File: config.mk
export PLATFORM = sky130hd
export DESIGN_NAME = alu
export DESIGN_NICKNAME = d
export VERILOG_FILES = /design/src/rtl/alu_pkg.sv /design/src/rtl/alu_core.sv /design/src/rtl/alu.sv
export SDC_FILE = /design/constraint.sdc
export NUM_CORES = 1
export LEC_CHECK = 0
export ABC_AREA = 1
export CAP_MARGIN = 25
export CORE_ASPECT_RATIO = 1.2
export CORE_UTILIZATION = 46
export CTS_CLUSTER_DIAMETER = 200
export CTS_CLUSTER_SIZE = 10
export DETAILED_ROUTE_END_ITERATION = 8
export PLACE_DENSITY = 0.7
export SYNTH_ARGS = -nofsm -noshare
export SYNTH_HDL_FRONTEND = slang
export SYNTH_SLANG_ARGS = --single-unit
File: constraint.sdc
create_clock -name clk -period 1.7 [get_ports clk]
set_input_delay 0.255 -clock clk [delete_from_list [all_inputs] [get_ports clk]]
set_output_delay 0.255 -clock clk [all_outputs]
set_load 0.01 [all_outputs]
File: src/rtl/alu_pkg.sv
// Shared ALU definitions: opcode encodings and the default datapath width.
package alu_pkg;

  localparam int ALU_WIDTH = 8;

  typedef enum logic [2:0] {
    OP_ADD = 3'b000,
    OP_SUB = 3'b001,
    OP_AND = 3'b010,
    OP_OR  = 3'b011,
    OP_XOR = 3'b100,
    OP_NOT = 3'b101,
    OP_INC = 3'b110,
    OP_DEC = 3'b111
  } alu_op_e;

endpackage

File: src/rtl/alu_core.sv
// Combinational ALU datapath: next result plus carry/borrow, zero and signed
// overflow flags. No state; the wrapper owns handshake and registers.
module alu_core
  import alu_pkg::*;
#(
  parameter int WIDTH = ALU_WIDTH
) (
  input  logic [WIDTH-1:0] a,
  input  logic [WIDTH-1:0] b,
  input  logic [2:0]       alu_op,
  output logic [WIDTH-1:0] res,
  output logic             carry,
  output logic             zero,
  output logic             ovf
);

  localparam int MSB = WIDTH - 1;

  alu_op_e          op;
  logic [WIDTH:0]   sum;
  logic [WIDTH:0]   diff;
  logic [WIDTH-1:0] one;

  assign op   = alu_op_e'(alu_op);
  assign one  = {{(WIDTH-1){1'b0}}, 1'b1};
  // Extra top bit carries out of ADD and holds the borrow of SUB.
  assign sum  = {1'b0, a} + {1'b0, b};
  assign diff = {1'b0, a} - {1'b0, b};

  // Opcode decode; logic ops force carry and overflow low.
  always_comb begin
    res   = '0;
    carry = 1'b0;
    ovf   = 1'b0;
    unique case (op)
      OP_ADD: begin
        res   = sum[WIDTH-1:0];
        carry = sum[WIDTH];
        ovf   = (a[MSB] == b[MSB]) && (res[MSB] != a[MSB]);
      end
      OP_SUB: begin
        res   = diff[WIDTH-1:0];
        carry = diff[WIDTH];
        ovf   = (a[MSB] != b[MSB]) && (res[MSB] != a[MSB]);
      end
      OP_AND: res = a & b;
      OP_OR:  res = a | b;
      OP_XOR: res = a ^ b;
      OP_NOT: res = ~a;
      OP_INC: begin
        res   = a + one;
        carry = &a;
        ovf   = ~a[MSB] & (&a[MSB-1:0]);
      end
      OP_DEC: begin
        res   = a - one;
        carry = ~|a;
        ovf   = a[MSB] & ~|a[MSB-1:0];
      end
      default: res = '0;
    endcase
  end

  assign zero = ~|res;

endmodule

File: src/rtl/alu.sv
// Registered ALU: one-cycle latency, valid handshake, flags held while idle.
// Optional feature: define ALU_NEG_FLAG_EN to add the registered 'negative'
// output (copy of result MSB).
module alu
  import alu_pkg::*;
#(
  parameter int WIDTH = ALU_WIDTH
) (
  input  logic             clk,
  input  logic             rst,
  input  logic             in_valid,
  input  logic [WIDTH-1:0] a,
  input  logic [WIDTH-1:0] b,
  input  logic [2:0]       alu_op,
  output logic [WIDTH-1:0] result,
  output logic             carry_out,
  output logic             zero,
  output logic             overflow,
  output logic             out_valid
`ifdef ALU_NEG_FLAG_EN
  ,output logic            negative
`endif
);

  localparam int STAGES = 1;

  logic [WIDTH-1:0] nxt_res;
  logic             nxt_carry;
  logic             nxt_zero;
  logic             nxt_ovf;
  logic [STAGES:0]  vld_pipe;

  alu_core #(.WIDTH(WIDTH)) u_core (
    .a      (a),
    .b      (b),
    .alu_op (alu_op),
    .res    (nxt_res),
    .carry  (nxt_carry),
    .zero   (nxt_zero),
    .ovf    (nxt_ovf)
  );

  // Valid shift register; reset kills any operation in flight.
  assign vld_pipe[0] = in_valid;
  always_ff @(posedge clk or posedge rst) begin
    if (rst) vld_pipe[STAGES:1] <= '0;
    else     vld_pipe[STAGES:1] <= vld_pipe[STAGES-1:0];
  end
  assign out_valid = vld_pipe[STAGES];

  // Result and flags load only on an accepted operation, otherwise hold.
  always_ff @(posedge clk or posedge rst) begin
    if (rst) begin
      result    <= '0;
      carry_out <= 1'b0;
      zero      <= 1'b0;
      overflow  <= 1'b0;
    end else if (in_valid) begin
      result    <= nxt_res;
      carry_out <= nxt_carry;
      zero      <= nxt_zero;
      overflow  <= nxt_ovf;
    end
  end

`ifdef ALU_NEG_FLAG_EN
  // Sign flag tracks the result register.
  always_ff @(posedge clk or posedge rst) begin
    if (rst)           negative <= 1'b0;
    else if (in_valid) negative <= nxt_res[WIDTH-1];
  end
`endif

endmodule

Yosys cells after proc, flatten, opt, wreduce, memory -nomap -nowiden
Cells that the tools add are included.

storage, ports and cells
  bits in registers = 12
  bits in latches = 0
  bits in writable memories = 0
  memory bits (read-only) = 0
  bits of input ports = 22
  output and inout bits = 12
  logic and storage cells = 41
  memories = 0

operators by class
  add/sub/neg operators = 4
  $mul = 0
  divide/modulo/power cells = 0
  order comparisons = 0
  equal/unequal tests = 11
  shift-type cells = 0
  multiplexer cells = 3
  bitwise gates (word level) = 7
  reductions and logical operators = 11

operators by type and width
  operator               number
  $pmux W8 S8            1
  $reduce_or A8 Y1       2
  $eq A3 B3 Y1 const B   4
  $add A8 B8 Y9          1
  $sub A8 B8 Y9          1
  $add A8 B1 Y8 const B  1
  $and A8 B8 Y8          1
  $not A8 Y8             1
  $or A8 B8 Y8           1
  $pmux W1 S4            2
  $reduce_and A8 Y1      1
  $sub A8 B1 Y8 const B  1
  $xor A8 B8 Y8          1
  $reduce_and A7 Y1      1
  $reduce_or A7 Y1       1
  $eq A3 B2 Y1 const B   2
  $eq A3 B1 Y1 const B   1
  $logic_not A1 Y1       3
  $logic_not A3 Y1       1
  $ne A1 B1 Y1           3
  $and A1 B1 Y1          2
  $logic_and A1 B1 Y1    2
  $eq A1 B1 Y1           1
  $not A1 Y1             1

Logic depth before layout (Yosys ltp)
  depth after elaboration = 4
  gate-level depth with buffers = 17
  mapped depth without buffers = 16

Cells and area by module
From an unflattened synthesis, not the netlist that was laid out.

unflattened totals
  cells, all modules = 389
  area, all modules = 2265.9 sq um

modules (own cells, without submodules)
  module    times used  cells an instance  area each (sq um)  sequential area each (sq um)
  alu_core  1           340                1815.5             0.0
  alu       1           49                 450.4              300.3

Worst setup path after synthesis
No wires, ideal clock.

  path type = input to register
  start point = input port alu_op[2]
  end point = register zero
  library setup time = 0.066 ns
  arrival time = 1.813 ns
  data required time = 1.634 ns
  slack = -0.179 ns
  stages = 16
  buffers on the path = 2
  path through = buf_4 nand3_4 buf_6 xor2_1 inv_1 ha_1 a21boi_0 nor2_1 nand2_1 a21oi_1 nand2_1 nor2_1 nand2_1 nor2_1 nand3_1 nand2_1

between the ends
  cells in the longest elaborated chain, start to end = 4
  elaborated cells on any way between the ends = 11
  classes of those cells = eq/ne (7); mux (1); reduce/logical (3)

RTL lines
  what                                  RTL line        source
  from (decl)                           alu.sv:14       input logic [2:0] alu_op,
  $eq A3 B3 Y1 (tied with other cells)  alu_core.sv:35  unique case (op)
  $pmux W8 S8 *                         alu_core.sv:35
  $reduce_or A8 Y1 *                    alu_core.sv:64  assign zero = ~|res;
  $logic_not A1 Y1 *                    alu_core.sv:64
  to (signal assigned)                  alu.sv:61       zero <= nxt_zero;
  to (decl)                             alu.sv:17       output logic zero,

Every way passes the cells marked *; elsewhere a longest branch is shown, timed or not.
A chain may end at the register's enable or synchronous reset.

Worst setup path after layout
  start point = input port a[0]
  end point = register zero

between the ends
  cells in the longest elaborated chain, start to end = 4
  elaborated cells on any way between the ends = 11
  classes of those cells = add/sub (4); mux (1); bitwise (4); reduce/logical (2)

RTL lines
  what                                   RTL line        source
  from (decl)                            alu.sv:12       input logic [WIDTH-1:0] a,
  $sub A8 B1 Y8 (tied with other cells)  alu_core.sv:56  res = a - one;
  $pmux W8 S8 *                          alu_core.sv:35
  $reduce_or A8 Y1 *                     alu_core.sv:64
  $logic_not A1 Y1 *                     alu_core.sv:64

Marked as above.

==> run_results.csv <==
group,metric,value,unit
status,status,"finished, violations left",
status,violations,"setup timing",
cells_and_area,syn2layout_area_growth,57.89,%
setup_path,worstPathRequired,1880,ps
run,max-cap-violations,0,
sta,finalSetupViolations,1,
synthesis,synth_cell_types,34,
global_routing,grt_max_degree,15,
synthesis,synth_xor_area_frac,0.03590,
routing,vias,2793,
clock_network,numCtsBuffers,3,
synthesis,async_reset_ff_frac,1.000,
pwr,power.total,1.636,mW
synthesis,synth.net_count,412,
setup_path,path_max_fanout,3,
routing,antenna_left,0,
sta,fmax,553.8,MHz
floorplan,die_area,0.005055,mm²
sta,finalClockSkew,0,ps
synthesis,synthTopCellsByCount,"nand2_1 (112), inv_1 (50), nand3_1 (43), nor2_1 (28), ha_1 (25)",
global_routing,met1_usage,0.3482,
clock_network,cts_max_level,1,
floorplan,die_h,77.69,µm
setup_path,path_class,"in2reg",
clock_network,clk_path_buf_depth,2,
routing,avgViaCountPerCell,5.240,
sta,worstMarginPinSlew,440.2,ps
setup_path,crit_path_start,"a[0]",
pwr,leakage,1.835,nW
floorplan,die_w,65.07,µm
synthesis,synth_compound_area_frac,0.1083,
clock_network,clock_latency,240,ps
clock_network,clk_pin_slew,50,ps
synthesis,synth_top_area_share,0.1915,
synthesis,synth_edf_count,0,
global_routing,grtUsageMet2,0.5354,
cells_and_area,diodes,0,
synthesis,ys_warn_count,0,
clock_network,cts_tree,"done",
routing,drc,0,
sta,drv_slew,0,
synthesis,synth_area_leader_cell,"nand2_1",
setup_path,reg2reg_from,"result[0]",
sta,finalWorstPathRequiredPeriod,1806,ps
clock_network,clock-root-buffer,"clkbuf_8",
routing,drt_iter0_markers,115,
global_routing,grt_overflow,0,
synthesis,synthCells,363,
sta,fin_ws,-105.6,ps
floorplan,placementRows,27,
cells_and_area,drive_above_1_share,0.4000,
sta,fin_crit_sh,1.062,
placed_design,dp_hpwl,5592,µm
placed_design,gp_congestion,0.9474,
synthesis,ys.flop_type,"dfrtp_1",
floorplan,coreArea,0.004594,mm²
sta,hold_violations,0,
cells_and_area,fin_nets,525,
pwr,power_density,471.7,mW/mm²
routing,wire_per_inst,13.51,µm
sta,max_slew_margin,0.7062,
synthesis,synth-simple-area-share,0.4353,
routing,wirelength,7202,µm
global_routing,antenna_found_initial,0,
global_routing,grt_pass1_vias,2736,
synthesis,netlist_area,0.002196,mm²
clock_network,clock_sinks,12,
synthesis,synth.most_common_cell,"nand2_1",
routing,dr.pass1.iters,5,
global_routing,met3_usage,0.01912,
setup_path,startpoint_type,"primary input",
setup_path,critPathArrivalTime,1980,ps
clock_network,cts_hold_buf,0,
global_routing,grt_pass1_wl,11820,µm
cells_and_area,fillerInstances,379,
worst_hold_path,hp-class,"in2async",
synthesis,synth_fa_ha_area_frac,0.1607,
synthesis,synthMuxAreaShare,0,
placed_design,place_ws,-783.7,ps
synthesis,synth_area_leaders,"nand2_1 (19%), ha_1 (14%), dfrtp_1 (14%)",
global_routing,grt_use_total,0.2905,
floorplan,num_io_pins,34,
synthesis,synth_top_family_by_area,"simple AND/OR/NAND/NOR gates",
global_routing,busiest_layer,"met2",
synthesis,syn_avg_cell_area,6.049,µm²
pwr,ir_worst_vdd,0.1978,mV
synthesis,synth-seq-cells,12,
placed_design,port_buffers,33,
setup_path,cp-end-kind,"register",
synthesis,ys_seq_area_frac,0.1368,
floorplan,initial_core_util,0.4779,
sta,rsz0062_at_grt,"yes",
final cells by class:
type,count,area (µm²),share of cell area
sequential,12,300.3,0.08661
tap,58,72.57,0.02093
multi-input combinational,288,1907,0.5500
clock buffer,4,55.05,0.01588
inverter,56,220.2,0.06351
timing repair buffer,115,912.1,0.2631
critical path: stages:
cell and delay, ps:
buf_8 80, inv_4 30, ha_4 150, fa_2 400, xor2_2 160, nand2_1 60
nand3_1 70, nor2_1 140, nand2_1 60, nand2_1 90, nand2_2 70, nor2_2 80
nand2_1 60, nor2_1 100, nand3_1 90, nand2_1 70
per-stage QoR:
| stage | util | instance area, µm² | hold WS (ps) | cells | TNS (ps) |
|---|---|---|---|---|---|
| floorplan | - | 2238 | 119.7 | 363 | -229.4 |
| global placement | 0.6803 | 3126 | 461.6 | 522 | -6106 |
| detailed placement | 0.6803 | 3126 | 464.2 | 522 | -6672 |
| CTS | 0.7391 | 3396 | 338.6 | 532 | -124.0 |
| global route | 0.7546 | 3467 | 371.0 | 533 | -406.3 |
| finish | 0.7546 | 3467 | 320.0 | 533 | -105.6 |
placed cells by master, fill, tap and decap left out, types with 7 or more instances in the layout:
| cell | n |
|---|---|
| o21ai_1 | 8 |
| nor2_1 | 22 |
| a21oi_1 | 8 |
| inv_2 | 23 |
| o21ai_0 | 7 |
| inv_1 | 30 |
| ha_4 | 9 |
| nand2_2 | 13 |
| dfrtp_1 | 12 |
| buf_4 | 79 |
| nand3_1 | 37 |
| nand3_2 | 8 |
| nand2_1 | 104 |
| nand4_1 | 9 |
| clkdlybuf4s50_1 | 16 |
| ha_1 | 10 |
cell families after synthesis:
group,count (synthesis)
AOI/OAI and AO/OA,43
adders and majority gates,27
xor gates and xnor gates,9
buffers and inverters,63
DFF,12
and+or+nand+nor,209
routing by layer:
metal / vias to the layer above / part of all wire
li1: 1391 / -
met2: 112 / 0.51
met5: - / 0
met1: 1264 / 0.41
met3: 26 / 0.047
met4: 0 / 0.031
state kept, by name, summed over array words and instances (netlist names):
signal / flops
result: 8
overflow: 1
zero: 1
carry_out: 1
out_valid: 1
report_power, final:
| part | leakage (nW) | switching, mW | internal [mW] |
|---|---|---|---|
| clock | 0.0288 | 0.103 | 0.204 |
| combinational | 1.66 | 0.514 | 0.475 |
| sequential | 0.151 | 0.0177 | 0.322 |
final timing paths:
check                             to  slack, ps  depth (start not counted)
setup reg to reg           result[0]       1060                          1
min in group clk           carry_out        470                          2
setup / recovery                zero       -110                         16
max in group asynchronous  carry_out       1080                          2
hold reg to reg            carry_out        470                          2
hold / removal             result[4]        320                          2
timing repair:
item | CTS | global route
resized for setup | 98 | 48
setup buffers | 6 | 2
endpoints found under the setup margin | 10 | 9
pin swaps | 39 | 36
No activity file was read; power rests on OpenSTA's default activity.
